`config.mk`:
```
export PLATFORM = sky130hd
export DESIGN_NAME = button_conditioner_flat
export DESIGN_NICKNAME = d
export VERILOG_FILES = /design/src/rtl/button_conditioner_if.sv /design/src/rtl/button_conditioner.sv /design/src/flat_wrapper.sv
export SDC_FILE = /design/constraint.sdc
export NUM_CORES = 1
export LEC_CHECK = 0
export BUFFER_PORTS_ARGS = -buffer_cell sky130_fd_sc_hd__buf_4
export CORE_MARGIN = 10
export CORE_UTILIZATION = 35
export CTS_CLUSTER_SIZE = 10
export DETAILED_ROUTE_END_ITERATION = 8
export HOLD_SLACK_MARGIN = 0.03
export PLACE_DENSITY = 0.59
export SETUP_SLACK_MARGIN = 0.4
export SYNTH_ARGS = -nofsm -noshare
export SYNTH_HDL_FRONTEND = slang
export SYNTH_SLANG_ARGS = --single-unit
```
`constraint.sdc`:
```
create_clock -name clk_2MHz -period 2.8 [get_ports clk_2MHz]
set_input_delay 0.42 -clock clk_2MHz [delete_from_list [all_inputs] [get_ports clk_2MHz]]
set_output_delay 0.42 -clock clk_2MHz [all_outputs]
set_load 0.02 [all_outputs]
```
`src/rtl/button_conditioner_if.sv`:
```
// button_conditioner_if -- groups the five push-switch channels.
//   sN_async : raw, asynchronous, bouncing switch level (source -> conditioner)
//   sN_pulse : one-cycle press / auto-repeat strobe     (conditioner -> sink)
//   sN_level : debounced, synchronized switch level      (conditioner -> sink)
// master: the side that owns the switches and consumes the conditioned outputs.
// slave : the conditioner itself.
interface button_conditioner_if;
  logic s1_async, s2_async, s3_async, s4_async, s5_async;
  logic s1_pulse, s2_pulse, s3_pulse, s4_pulse, s5_pulse;
  logic s1_level, s2_level, s3_level, s4_level, s5_level;

  modport master (
    output s1_async, s2_async, s3_async, s4_async, s5_async,
    input  s1_pulse, s2_pulse, s3_pulse, s4_pulse, s5_pulse,
    input  s1_level, s2_level, s3_level, s4_level, s5_level
  );

  modport slave (
    input  s1_async, s2_async, s3_async, s4_async, s5_async,
    output s1_pulse, s2_pulse, s3_pulse, s4_pulse, s5_pulse,
    output s1_level, s2_level, s3_level, s4_level, s5_level
  );
endinterface

```
`src/rtl/button_conditioner.sv`:
```
// button_conditioner -- five independent push-switch conditioners.
// Each channel: two-flop synchronizer -> debounce counter -> press FSM.
// Ports:
//   clk_2MHz : sole clock, rising edge
//   reset    : synchronous, active-high
//   btn      : button_conditioner_if.slave (sN_async in, sN_pulse/sN_level out)
// Parameters:
//   DEBOUNCE_CYCLES : stable cycles needed to accept a level change
//   REPEAT_DELAY    : hold cycles from press to first auto-repeat pulse
//   REPEAT_PERIOD   : cycles between subsequent auto-repeat pulses
// Build option: define BUTTON_AUTOREPEAT_EN to compile in HELD/REPEAT
// auto-repeat; otherwise one pulse per debounced press.
module button_conditioner #(
  parameter int unsigned DEBOUNCE_CYCLES = 20000,
  parameter int unsigned REPEAT_DELAY    = 1000000,
  parameter int unsigned REPEAT_PERIOD   = 200000
) (
  input  logic                 clk_2MHz,
  input  logic                 reset,
  button_conditioner_if.slave  btn
);

  localparam int unsigned NCH  = 5;
  localparam int unsigned DB_W = (DEBOUNCE_CYCLES > 0) ? $clog2(DEBOUNCE_CYCLES + 1) : 1;

`ifdef BUTTON_AUTOREPEAT_EN
  localparam int unsigned HOLD_MAX = (REPEAT_DELAY > REPEAT_PERIOD) ? REPEAT_DELAY : REPEAT_PERIOD;
  localparam int unsigned HOLD_W   = (HOLD_MAX > 1) ? $clog2(HOLD_MAX) : 1;
  typedef enum logic [1:0] {IDLE, HELD, REPEAT} state_t;
`else
  typedef enum logic [0:0] {IDLE, HELD} state_t;
`endif

  // A period below 2 would allow back-to-back strobes.
  if (DEBOUNCE_CYCLES < 1 || REPEAT_DELAY < 1 || REPEAT_PERIOD < 2) begin : g_param_check
    $error("button_conditioner: DEBOUNCE_CYCLES>=1, REPEAT_DELAY>=1, REPEAT_PERIOD>=2 required");
  end

  logic [NCH-1:0] raw;
  logic [NCH-1:0] sync1;
  logic [NCH-1:0] sync2;
  logic [NCH-1:0] level_q;
  logic [NCH-1:0] pulse_q;

  assign raw = {btn.s5_async, btn.s4_async, btn.s3_async, btn.s2_async, btn.s1_async};

  assign btn.s1_level = level_q[0];
  assign btn.s2_level = level_q[1];
  assign btn.s3_level = level_q[2];
  assign btn.s4_level = level_q[3];
  assign btn.s5_level = level_q[4];
  assign btn.s1_pulse = pulse_q[0];
  assign btn.s2_pulse = pulse_q[1];
  assign btn.s3_pulse = pulse_q[2];
  assign btn.s4_pulse = pulse_q[3];
  assign btn.s5_pulse = pulse_q[4];

  always_ff @(posedge clk_2MHz) begin
    if (reset) begin
      sync1 <= '0;
      sync2 <= '0;
    end else begin
      sync1 <= raw;
      sync2 <= sync1;
    end
  end

  for (genvar g = 0; g < NCH; g++) begin : g_ch
    logic            level_r;
    logic            level_d;
    logic [DB_W-1:0] db_cnt;
    logic [DB_W-1:0] db_cnt_d;
    state_t          state;
    state_t          state_d;
    logic            pulse_r;
    logic            pulse_d;

    // Counter holds the number of mismatching cycles seen so far; the next
    // mismatch after it reaches DEBOUNCE_CYCLES flips the level, which puts
    // the level change at edge k+2+DEBOUNCE_CYCLES for a step sampled at k.
    always_comb begin
      level_d  = level_r;
      db_cnt_d = '0;
      if (sync2[g] != level_r) begin
        if (db_cnt == DB_W'(DEBOUNCE_CYCLES)) begin
          level_d  = ~level_r;
          db_cnt_d = '0;
        end else begin
          db_cnt_d = db_cnt + 1'b1;
        end
      end
    end

    always_ff @(posedge clk_2MHz) begin
      if (reset) begin
        level_r <= 1'b0;
        db_cnt  <= '0;
      end else begin
        level_r <= level_d;
        db_cnt  <= db_cnt_d;
      end
    end

    // The FSM looks at level_d so the registered pulse lands in the same
    // cycle that sN_level first reads 1.
`ifdef BUTTON_AUTOREPEAT_EN
    logic [HOLD_W-1:0] hold_cnt;
    logic [HOLD_W-1:0] hold_cnt_d;

    always_comb begin
      state_d    = state;
      hold_cnt_d = hold_cnt;
      pulse_d    = 1'b0;
      case (state)
        IDLE: begin
          hold_cnt_d = '0;
          if (level_d) begin
            state_d = HELD;
            pulse_d = 1'b1;
          end
        end
        HELD: begin
          if (!level_d) begin
            state_d    = IDLE;
            hold_cnt_d = '0;
          end else if (hold_cnt == HOLD_W'(REPEAT_DELAY - 1)) begin
            state_d    = REPEAT;
            pulse_d    = 1'b1;
            hold_cnt_d = '0;
          end else begin
            hold_cnt_d = hold_cnt + 1'b1;
          end
        end
        REPEAT: begin
          if (!level_d) begin
            state_d    = IDLE;
            hold_cnt_d = '0;
          end else if (hold_cnt == HOLD_W'(REPEAT_PERIOD - 1)) begin
            pulse_d    = 1'b1;
            hold_cnt_d = '0;
          end else begin
            hold_cnt_d = hold_cnt + 1'b1;
          end
        end
        default: begin
          state_d    = IDLE;
          hold_cnt_d = '0;
        end
      endcase
    end

    always_ff @(posedge clk_2MHz) begin
      if (reset) begin
        state    <= IDLE;
        hold_cnt <= '0;
        pulse_r  <= 1'b0;
      end else begin
        state    <= state_d;
        hold_cnt <= hold_cnt_d;
        pulse_r  <= pulse_d;
      end
    end
`else
    always_comb begin
      state_d = state;
      pulse_d = 1'b0;
      case (state)
        IDLE: begin
          if (level_d) begin
            state_d = HELD;
            pulse_d = 1'b1;
          end
        end
        HELD: begin
          if (!level_d) state_d = IDLE;
        end
        default: state_d = IDLE;
      endcase
    end

    always_ff @(posedge clk_2MHz) begin
      if (reset) begin
        state   <= IDLE;
        pulse_r <= 1'b0;
      end else begin
        state   <= state_d;
        pulse_r <= pulse_d;
      end
    end
`endif

    assign level_q[g] = level_r;
    assign pulse_q[g] = pulse_r;
  end

endmodule

```
`src/flat_wrapper.sv`:
```
// flat-port wrapper written by rule: the top's interface ports become plain ports
module button_conditioner_flat 
#(
  parameter int unsigned DEBOUNCE_CYCLES = 20000,
  parameter int unsigned REPEAT_DELAY    = 1000000,
  parameter int unsigned REPEAT_PERIOD   = 200000
)
  (clk_2MHz, reset, btn_s1_async, btn_s2_async, btn_s3_async, btn_s4_async, btn_s5_async, btn_s1_pulse, btn_s2_pulse, btn_s3_pulse, btn_s4_pulse, btn_s5_pulse, btn_s1_level, btn_s2_level, btn_s3_level, btn_s4_level, btn_s5_level);
  button_conditioner_if btn_i ();
  input  logic clk_2MHz;
  input  logic reset;
  input wire logic [$bits(btn_i.s1_async)-1:0] btn_s1_async;
  input wire logic [$bits(btn_i.s2_async)-1:0] btn_s2_async;
  input wire logic [$bits(btn_i.s3_async)-1:0] btn_s3_async;
  input wire logic [$bits(btn_i.s4_async)-1:0] btn_s4_async;
  input wire logic [$bits(btn_i.s5_async)-1:0] btn_s5_async;
  output wire logic [$bits(btn_i.s1_pulse)-1:0] btn_s1_pulse;
  output wire logic [$bits(btn_i.s2_pulse)-1:0] btn_s2_pulse;
  output wire logic [$bits(btn_i.s3_pulse)-1:0] btn_s3_pulse;
  output wire logic [$bits(btn_i.s4_pulse)-1:0] btn_s4_pulse;
  output wire logic [$bits(btn_i.s5_pulse)-1:0] btn_s5_pulse;
  output wire logic [$bits(btn_i.s1_level)-1:0] btn_s1_level;
  output wire logic [$bits(btn_i.s2_level)-1:0] btn_s2_level;
  output wire logic [$bits(btn_i.s3_level)-1:0] btn_s3_level;
  output wire logic [$bits(btn_i.s4_level)-1:0] btn_s4_level;
  output wire logic [$bits(btn_i.s5_level)-1:0] btn_s5_level;
  assign btn_i.s1_async = btn_s1_async;
  assign btn_i.s2_async = btn_s2_async;
  assign btn_i.s3_async = btn_s3_async;
  assign btn_i.s4_async = btn_s4_async;
  assign btn_i.s5_async = btn_s5_async;
  assign btn_s1_pulse = btn_i.s1_pulse;
  assign btn_s2_pulse = btn_i.s2_pulse;
  assign btn_s3_pulse = btn_i.s3_pulse;
  assign btn_s4_pulse = btn_i.s4_pulse;
  assign btn_s5_pulse = btn_i.s5_pulse;
  assign btn_s1_level = btn_i.s1_level;
  assign btn_s2_level = btn_i.s2_level;
  assign btn_s3_level = btn_i.s3_level;
  assign btn_s4_level = btn_i.s4_level;
  assign btn_s5_level = btn_i.s5_level;
  button_conditioner #(.DEBOUNCE_CYCLES(DEBOUNCE_CYCLES), .REPEAT_DELAY(REPEAT_DELAY), .REPEAT_PERIOD(REPEAT_PERIOD)) u_core (.clk_2MHz(clk_2MHz), .reset(reset), .btn(btn_i));
endmodule
```
---- Word-level counts from Yosys, hierarchy flattened ----
Index checks and enable logic that the tools add are counted.
operators by class
  $add $sub $neg .......................... 5
  div/mod/pow operators ................... 0
  equal/unequal tests ..................... 10
  shift operators ......................... 0
  multipliers ............................. 0
  order comparisons ....................... 0
  reductions and logical operators ........ 10
  muxes and demuxes ....................... 15
  bitwise operators ....................... 10
operator list
  operator                 count
  $add A15 B1 Y15 const B  5
  $eq A15 B15 Y1 const B   5
  $mux W1                  15
  $reduce_or A3 Y1         5
  $not A1 Y1               10
  $reduce_or A2 Y1         5
  $ne A1 B1 Y1             5
word-level totals
  memory bits (writable) .................. 0
  bits in registers ....................... 100
  memories kept ........................... 0
  output and inout bits ................... 10
  bits of input ports ..................... 7
  logic and storage cells ................. 72
  memory bits (read-only) ................. 0
  latch bits .............................. 0

---- Logic depth before layout (Yosys ltp) ----
Gate-level depths: netlist of run 1.
  depth in word-level cells ............... 4
  gate-level depth with buffers ........... 7
  depth with buffers taken out ............ 6

---- Worst setup path before layout of run 1 ----
Ideal clock, no wire load.
  kind .................................... register to register
  start ................................... register u_core.g_ch[1].db_cnt[0]
  end ..................................... register u_core.g_ch[1].db_cnt[13]
  stages on the path, launching flop included .. 8
  clock period less this slack ............ 1808 ps
  path buffers ............................ 1
  arrival ................................. 1694 ps
  required time ........................... 2685 ps
  path slack .............................. 992 ps
  library setup time ...................... 115 ps
  cell sequence ........................... dfxtp_1 > inv_1 > ha_1 > or4bb_1 > or4_4 > nand2_2 > buf_6 > nor2_1
on the way
  word-level cells in the longest chain between the ends .. 2
  elaborated cells between the ends (all ways) .. 3
  those cells by class .................... add/sub: 1; eq/ne: 1; reduce/logical: 1
RTL lines
  what                                                                     RTL line                   RTL
  start: declaration                                                       button_conditioner.sv:71   logic [DB_W-1:0] db_cnt;
  start signal: assignment                                                 button_conditioner.sv:100  db_cnt <= db_cnt_d;
  parallel branches: the longest is 2 deep, another holds $add A15 B1 Y15  n/a
Parallel ways; which one is timed is not known.
A chain may end at the register's enable or synchronous reset.

---- Worst setup path after layout of run 1 ----
Same ends and word-level chain as after synthesis.

==> flow_summary.yaml, run 1 <==
critical_path:
  endpoint_kind: "flop"
  path_class: "flop to flop"
  startpoint_type: "flop"
  required_ns: 3.01
  cp_max_fo: 14
  cp.arrival_ns: 2.18
cts:
  cts_hold_buffers: 0
  clockRootBuffer: "clkbuf_16"
  clk_pin_slew_ns: 0.07
  clk_latency_ns: 0.33
  cts_resized: 0
  cts_max_level: 3
  cts_setup_buffers: 0
  cts_max_path_buffers: 2
  cts_buffers: 9
  cts.sinks: 95
  cts_tree: "built"
detailed_routing:
  drt_iter0_drc: 96
  antenna_left: 0
  routed_wl_um: 6990
  drc: 0
  avgViaCountPerCell: 4.79
  num_vias: 2906
  wire_per_inst_um: 11.5
  first_pass_iters: 4
yosys:
  async_reset_ff_frac: 0
  synth_largest_area_cell: "dfxtp_1"
  postSynthCellCount: 444
  yosysWarnings: 0
  synth_edf_count: 0
  synth.avg_cell_area_um2: 9.14
  syn_nets: 461
  seq_area_frac_synth: 0.468
  synth.most_common_cell: "dfxtp_1"
  yosys-top-cells-count: "dfxtp_1 (95), nor2_1 (90), xnor2_1 (50)"
  synth_top_area_frac: 0.468
  yosys_most_used_dff: "dfxtp_1"
  synth_area_um2: 4060
  synth_area_leaders: "dfxtp_1 (47%), xnor2_1 (11%), nor2_1 (8.3%)"
  synth-seq-cells: 95
  synth.distinct_cells: 32
power:
  power_density_nw_per_um2: 567
  p_leak_nw: 1.47
  ir_drop_mv: 0.338
grt:
  antenna_found_initial: 0
  grt_pass1_vias: 2833
  grt_overflow: 0
  grt_max_degree: 26
  grtUsageMet3: 0.0294
  met1_usage: 0.116
  gr-usage-all-layers: 0.0923
  grt_first_pass_wirelength_um: 12800
  met2_usage: 0.148
  top_usage_layer: "met2"
sta:
  maxSlewHeadroom: 0.671
  hold_ws_ns: 0.293
  clock_skew_ns: 0.00739
  period_minus_slack_ns: 1.97
  slew_viol_final: 0
  rsz0062_at_grt: "false"
  post-route-period-util: 0.704
  setup_viol: 0
  clock.fmax_mhz: 507
  tightest_slew_ns: 0.487
  setup_tns_ns: 0
  hold_viol: 0
final_layout:
  layout.cells.non_filler: 607
  fin_nets: 477
  drive_above_1_share: 0.0862
  fin_area_um2: 4590
  n_antenna_cell: 0
  area_growth_pct: 13.1
  fillers: 1133
  seq_area_um2: 1900
  multi_input_area_um2: 2010
place:
  port_buffers: 16
  gp_congestion: 0.815
  place_inst: 592
  dp_hpwl_um: 4960
  place_area_um2: 4300
run:
  drv_cap: 0
floorplan:
  fp-row-count: 39
  dieWidth_um: 128
  start_util: 0.357
  die_y_um: 128
  core_um2: 11400
  num_io_pins: 17
  die-area_um2: 16300
worst_hold_path:
  min_path_type: "input pin to flop"
status:
  outcome: "complete, no violations"
==> metal layers <==
| metal | routed length [um] | up-vias |
|---|---|---|
| met1 | 3490 | 1352 |
| met2 | 3160 | 30 |
| li1 | - | 1519 |
| met3 | 269 | 5 |
| met5 | 0 | - |
| met4 | 71 | 0 |
==> through the flow <==
stage	setup slack, ns	util	power (mW)
after floorplan	0.992	-	1.42
after global placement	0.879	0.378	1.43
after detailed placement	0.815	0.378	1.43
after CTS	0.805	0.404	2.65
after global routing	0.737	0.404	2.70
final	0.828	0.404	2.60
==> path summary, 6_finish.rpt <==
| path | from | to | slack [ns] | cells past startpoint |
|---|---|---|---|---|
| worst max-delay path | u_core.g_ch[1].db_cnt[0] | u_core.g_ch[1].db_cnt[13] | 0.83 | 6 |
| worst min-delay path | btn_s3_async | u_core.sync1[2] | 0.29 | 2 |
| worst max register to register | u_core.g_ch[1].db_cnt[0] | u_core.g_ch[1].db_cnt[13] | 0.83 | 6 |
| worst min register to register | u_core.sync1[1] | u_core.sync2[1] | 0.44 | 1 |
==> sequential cells by signal, indices dropped and copies added, names as in the netlist <==
name and flops:
u_core.g_ch.db_cnt 75, u_core.sync1 5, u_core.sync2 5, u_core.g_ch.state 2, u_core.btn.s1_pulse 1, u_core.btn.s2_pulse 1, u_core.btn.s3_level 1, u_core.btn.s3_pulse 1
u_core.btn.s4_level 1, u_core.btn.s4_pulse 1, u_core.btn.s5_level 1, u_core.btn.s5_pulse 1
==> final cells by class <==
| cell class | instances | share of cell area |
|---|---|---|
| Clock buffer | 11 | 0.0528 |
| Clock inverter | 4 | 0.0120 |
| Inverter | 23 | 0.0188 |
| Multi-Input combinational cell | 315 | 0.437 |
| Sequential cell | 95 | 0.414 |
| Tap cell | 143 | 0.0390 |
| Timing Repair Buffer | 16 | 0.0262 |
==> placed cells by master (no fill, tap or decap), drive strengths merged <==
cell      instances
o21ai             1
xor2             19
nor4b             7
clkinvlp          1
nor3             14
nand3b            2
nor2b            10
or4               5
or3               1
and4              4
ha               10
nand4bb           1
and2              1
inv              24
a21oi             1
mux2i             5
buf              16
nand2            19
and3              9
nor2             90
or4bb             1
xnor2            50
dfxtp            95
or4b              5
nand4            21
clkbuf           11
clkinv            1
and3b             2
bufinv            1
nand3            25
nor4             12
==> critical path, stage by stage, from the launching register on <==
cell and delay, ns:
dfxtp_1 0.34, inv_1 0.06, ha_1 0.14, or4bb_1 0.39
or4_4 0.57, nand2_2 0.25, nor2_1 0.09
==> kinds of logic (layout without fill, tap and decap cells) <==
kind of cell	count (synthesis)	after routing	synth area share
xor+xnor	69	69	0.149
buf+inv	34	54	0.0370
mux	5	5	0.0123
simple gates	229	229	0.300
flops	95	95	0.468
compound gates	2	2	0.00246
fa+ha+maj	10	10	0.0308
==> where the power goes <==
part | internal (mW) | switching (mW) | total, mW | leakage (nW)
Combinational | 0.0144 | 0.0192 | 0.0336 | 0.565
Clock | 0.716 | 0.488 | 1.20 | 0.142
Sequential | 1.36 | 0.00598 | 1.37 | 0.767
Note: power is estimated with default switching activity, not from simulation.
==> run 2: changes to the inputs <==
clock period = 2.1 ns   (was 2.8 ns; I/O delays follow)
==> run 2 against run 1 <==
Compared with the run above:
- critical path depth decreased by 2
- clock power increased by 25%
- routed wire length increased by 12%
- via count increased by 3.9%
- combinational power increased by 65%
- cell count increased by 2.0%
- critical path type unchanged
- largest power group unchanged
==> flow_summary.yaml, run 2 (synthesized netlist as in run 1, its figures left out) <==
sta:
  clock.fmax_mhz: 544
  setup_viol: 0
  period_minus_slack_ns: 1.84
  maxSlewHeadroom: 0.511
  rsz0062_at_grt: "true"
  setup_slack_ns: 0.261
  slew_viol_final: 0
  hold_viol: 0
  setup_tns_ns: 0
  tightest_slew_ns: 0.731
  post-route-period-util: 0.876
  clock_skew_ns: 0.00518
place:
  port_buffers: 16
  place_area_um2: 4320
  gp_congestion: 0.808
  place_inst: 592
  dp_hpwl_um: 5200
  detailedPlace.worstSlack_ns: 0.292
power:
  pwr-share-comb: 0.016
  p_leak_nw: 1.53
  p_sw_frac: 0.209
  power.share.clock: 0.445
  ir_drop_mv: 0.471
  switching_power_mw: 0.706
  power_density_nw_per_um2: 696
  p_seq_frac: 0.538
  p_int_mw: 2.67
detailed_routing:
  wl_met3_um: 303
  avgViaCountPerCell: 4.88
  antenna_left: 0
  routed_wl_um: 7840
  num_vias: 3018
  routed-wl-met2_um: 3690
  drc: 0
  routed.top_layer: "met4"
  drt-met1-wl_um: 3780
  first_pass_iters: 4
  wire_per_inst_um: 12.7
  drt_iter0_drc: 122
cts:
  clockRootBuffer: "clkbuf_16"
  cts_tree: "built"
  cts_max_path_buffers: 2
  clk_latency_ns: 0.33
  clk_pin_slew_ns: 0.07
  cts_max_level: 3
  cts.sinks: 95
  cts_buffers: 9
status:
  outcome: "complete, no violations"
critical_path:
  ff2ff_path_depth: 4
  required_ns: 2.32
  rr_startpoint: "u_core.g_ch[3].db_cnt[12]"
  r2r_setup_slack_ns: 0.26
  cp.arrival_ns: 2.06
  cp_max_fo: 5
  path_class: "flop to flop"
  reg2reg_to: "u_core.btn.s4_level"
  startpoint_type: "flop"
  endpoint_kind: "flop"
grt:
  grt_overflow: 0
  antenna_found_initial: 0
  gr-usage-all-layers: 0.0997
  grt_first_pass_wirelength_um: 13700
  grt_max_degree: 26
  grt_pass1_vias: 2986
final_layout:
  largest-register: "u_core.g_ch.db_cnt"
  layout.cells.non_filler: 619
  largest_reg_flops: 75
  drive_above_1_share: 0.210
  area_growth_pct: 19.5
  top_regs: "u_core.g_ch.db_cnt (75), u_core.sync1 (5), u_core.sync2 (5)"
  fin_nets: 488
  n_antenna_cell: 0
  final_common_cell: "dfxtp_1"
  fin_area_um2: 4850
  mostFrequentLayoutCells: "dfxtp_1 (74), nor2_1 (70), xnor2_1 (50)"
floorplan:
  num_io_pins: 17
  dieWidth_um: 128
  fp-row-count: 39
  start_util: 0.357
  core_um2: 11400
  die-area_um2: 16300
  die_y_um: 128
run:
  drv_cap: 0
worst_hold_path:
  min_to: "u_core.sync1[4]"
  worstHoldStart: "btn_s5_async"
  min_path_cells: 2
  min_path_type: "input pin to flop"
[run 2: power groups by stage]
stage,clock [mW],combinational [mW],sequential [mW]
finish,1.50,0.0555,1.82
global route,1.63,0.0624,1.82
CTS,1.55,0.0534,1.82
detailed placement,0,0.0479,1.86
global placement,0,0.0468,1.86
floorplan,0,0.0354,1.86
[run 2: critical path, cell delays in order, from the launching register on]
cell and delay, ns:
dfxtp_2 0.32, or4_1 0.51, or4_4 0.65, mux2i_1 0.18, nor2_1 0.06
[run 2: layer usage]
metal  vias to the layer above  GRT usage
met4                         0     0.0298
met1                      1440      0.122
met3                         5     0.0364
met2                        26      0.161
li1                       1547          -
met5                         -          0
[run 2: area by class of cell]
type	count	area, um^2
flip-flops and latches	95	1930
fillers	1112	6520
repair buffers	25	188
clock inverters	4	30.0
well taps	143	179
clock buffers	12	246
inverters	23	86.3
multi-input cells	317	2190
[run 2: timing repair]
item / in CTS / in global routing
gates cloned: 2 / 0
hold buffers: 0 / 0
pin swaps: 17 / 5
setup endpoints to repair: 51 / 80
resized for setup: 29 / 27
endpoints found under the hold margin: 0 / 0
buffers inserted: 8 / 1
[run 2: worst max path at each step]
stage | start | to | slack, ns | cells after the start
after floorplan | u_core.g_ch[3].db_cnt[2] | u_core.g_ch[3].db_cnt[6] | 0.33 | 5
after global placement | u_core.g_ch[0].db_cnt[8] | u_core.g_ch[0].db_cnt[13] | 0.31 | 4
after detailed placement | u_core.g_ch[3].db_cnt[12] | u_core.g_ch[3].db_cnt[3] | 0.29 | 4
after CTS | u_core.g_ch[1].db_cnt[7] | u_core.g_ch[1].state | 0.29 | 4
after global routing | u_core.g_ch[1].db_cnt[7] | u_core.g_ch[1].state | 0.21 | 4
final | u_core.g_ch[3].db_cnt[12] | u_core.btn.s4_level | 0.26 | 4
[run 2: per-stage QoR]
stage / power [mW] / hold WS (ns) / utilization
after global placement: 1.91 / 0.418 / 0.380
after CTS: 3.43 / 0.186 / 0.418
after global routing: 3.51 / 0.203 / 0.427
final: 3.38 / 0.194 / 0.427
after detailed placement: 1.91 / 0.422 / 0.380
after floorplan: 1.90 / 0.414 / -
==> run 3: changes to the inputs <==
CELL_PAD_IN_SITES_DETAIL_PLACEMENT = 0   (was default)
CELL_PAD_IN_SITES_GLOBAL_PLACEMENT = 1   (was default)
PLACE_DENSITY = 0.7   (was 0.59)
==> run 3 against run 2 <==
Compared with the run above:
- maximum frequency about the same
- routed wire length decreased by 0.55%
- flip-flop and latch count unchanged
- sequential share of layout area decreased by 0.25 points
- sequential power about the same
- clock skew increased by 0.0014 ns
- combinational power decreased by 3%
- die area unchanged
- register-to-register slack about the same
- hold slack got worse by 0.012 ns
- cell count increased by 0.32%
- count of clock-buffer cells in the layout unchanged
- critical path type unchanged
==> flow_summary.yaml, run 3 (synthesized netlist as in run 1, its figures left out) <==
worst_hold_path:
  min_path_type: "input pin to flop"
place:
  gp_congestion: 0.792
  port_buffers: 16
  dp_hpwl_um: 5260
  place_area_um2: 4340
cts:
  cts.sinks: 95
  clockRootBuffer: "clkbuf_16"
  cts_tree: "built"
  clk_latency_ns: 0.34
  cts_max_level: 3
  clk_pin_slew_ns: 0.07
  cts_buffers: 9
  cts_max_path_buffers: 2
final_layout:
  largest-register: "u_core.g_ch.db_cnt"
  n_antenna_cell: 0
  largest_reg_flops: 75
  fin_area_um2: 4860
  fin_nets: 490
  drive_above_1_share: 0.176
  top_regs: "u_core.g_ch.db_cnt (75), u_core.sync1 (5), u_core.sync2 (5)"
  mostFrequentLayoutCells: "nor2_1 (82), dfxtp_1 (82), xnor2_1 (49)"
  final_util: 0.428
  area_growth_pct: 19.8
  fillers: 1129
critical_path:
  path_buf_inv: 0
  startpoint_type: "flop"
  cp_max_fo: 5
  required_ns: 2.32
  cp_top_family: "simple AND/OR/NAND/NOR gates"
  crit_chain: "or4b_4, or4_4, mux2i_1, nor2_1"
  endpoint_kind: "flop"
  cp.arrival_ns: 2.06
  cp_slowest_stage_delay_ns: 0.64
  path_class: "flop to flop"
  slowest_stage: "or4_4"
sta:
  rsz0062_at_grt: "true"
  slew_viol_final: 0
  post-route-period-util: 0.875
  hold_viol: 0
  setup_tns_ns: 0
  clock.fmax_mhz: 544
  setup_viol: 0
  clock_skew_ns: 0.00653
  maxSlewHeadroom: 0.632
  tightest_slew_ns: 0.550
  period_minus_slack_ns: 1.84
detailed_routing:
  first_pass_iters: 4
  num_vias: 3001
  drt_iter0_drc: 133
  antenna_left: 0
  drc: 0
  wire_per_inst_um: 12.6
  avgViaCountPerCell: 4.83
  routed_wl_um: 7800
run:
  drv_cap: 0
status:
  outcome: "complete, no violations"
grt:
  grt_pass1_vias: 2971
  grt_first_pass_wirelength_um: 13700
  grt_max_degree: 26
  gr-usage-all-layers: 0.101
  antenna_found_initial: 0
  grt_overflow: 0
floorplan:
  core_um2: 11400
  num_io_pins: 17
  start_util: 0.357
  dieWidth_um: 128
  fp-row-count: 39
  die-area_um2: 16300
  die_y_um: 128
power:
  p_leak_nw: 1.56
  power_density_nw_per_um2: 732
  ir_drop_mv: 0.364
-- run 3: changes by cell type in the layout (fill, tap and decap cells not counted), sizes merged --
cell,change
inv,-1
clkinv,-1
clkinvlp,+1
nand2,-1
bufinv,+1
buf,+3
-- run 3: area by class of cell --
class / instances / area, um^2 / share of cell area
repair buffers: 28 / 210 / 0.0432
flip-flops and latches: 95 / 1930 / 0.396
multi-input cells: 316 / 2150 / 0.443
well taps: 143 / 179 / 0.0368
inverters: 23 / 86.3 / 0.0177
clock inverters: 4 / 53.8 / 0.0111
clock buffers: 12 / 256 / 0.0527
-- run 3: path summary, 6_finish.rpt --
kind / start / to / slack [ns] / cells past startpoint
worst max-delay path: u_core.g_ch[0].db_cnt[12] / u_core.g_ch[0].state / 0.26 / 4
worst min-delay path: btn_s4_async / u_core.sync1[3] / 0.18 / 2
worst max register to register: u_core.g_ch[0].db_cnt[12] / u_core.g_ch[0].state / 0.26 / 4
worst min register to register: u_core.g_ch[1].db_cnt[0] / u_core.g_ch[1].db_cnt[0] / 0.44 / 1
-- run 3: worst reg2reg max path, cell delays in order (launching register included) --
cell     delay (ns)
dfxtp_2        0.32
or4b_4         0.52
or4_4          0.64
mux2i_1        0.19
nor2_1         0.05
-- run 3: metal layers --
layer | part of all wire | vias up | global-route usage | wire length [um]
met5 | 0 | - | 0 | 0
met4 | 0.015 | 0 | 0.0517 | 115
met3 | 0.022 | 7 | 0.0289 | 173
met2 | 0.46 | 18 | 0.154 | 3570
met1 | 0.51 | 1425 | 0.127 | 3940
li1 | - | 1551 | - | -
-- run 3: per-stage QoR --
stage          cells  power [mW]  hold WS, ns  setup WS [ns]
3_3_place_gp     595        1.91        0.425          0.266
5_1_grt          621        3.69        0.195          0.216
6_report         621        3.56        0.182          0.262
2_1_floorplan    444        1.90        0.414          0.326
4_1_cts          618        3.61        0.169          0.268
3_5_place_dp     595        1.91        0.425          0.259
-- run 3: report_power, final --
group	total, mW	internal, mW	switching (mW)
combinational	0.0539	0.0225	0.0314
sequential	1.82	1.81	0.00917
clock	1.69	0.991	0.700
-- run 3: timing repair --
item                       CTS  global route
pin swaps                   12             4
gates cloned                 1             0
hold buffers                 0             0
resized for setup           18            19
setup endpoints to repair   53            66
setup buffers                6             3
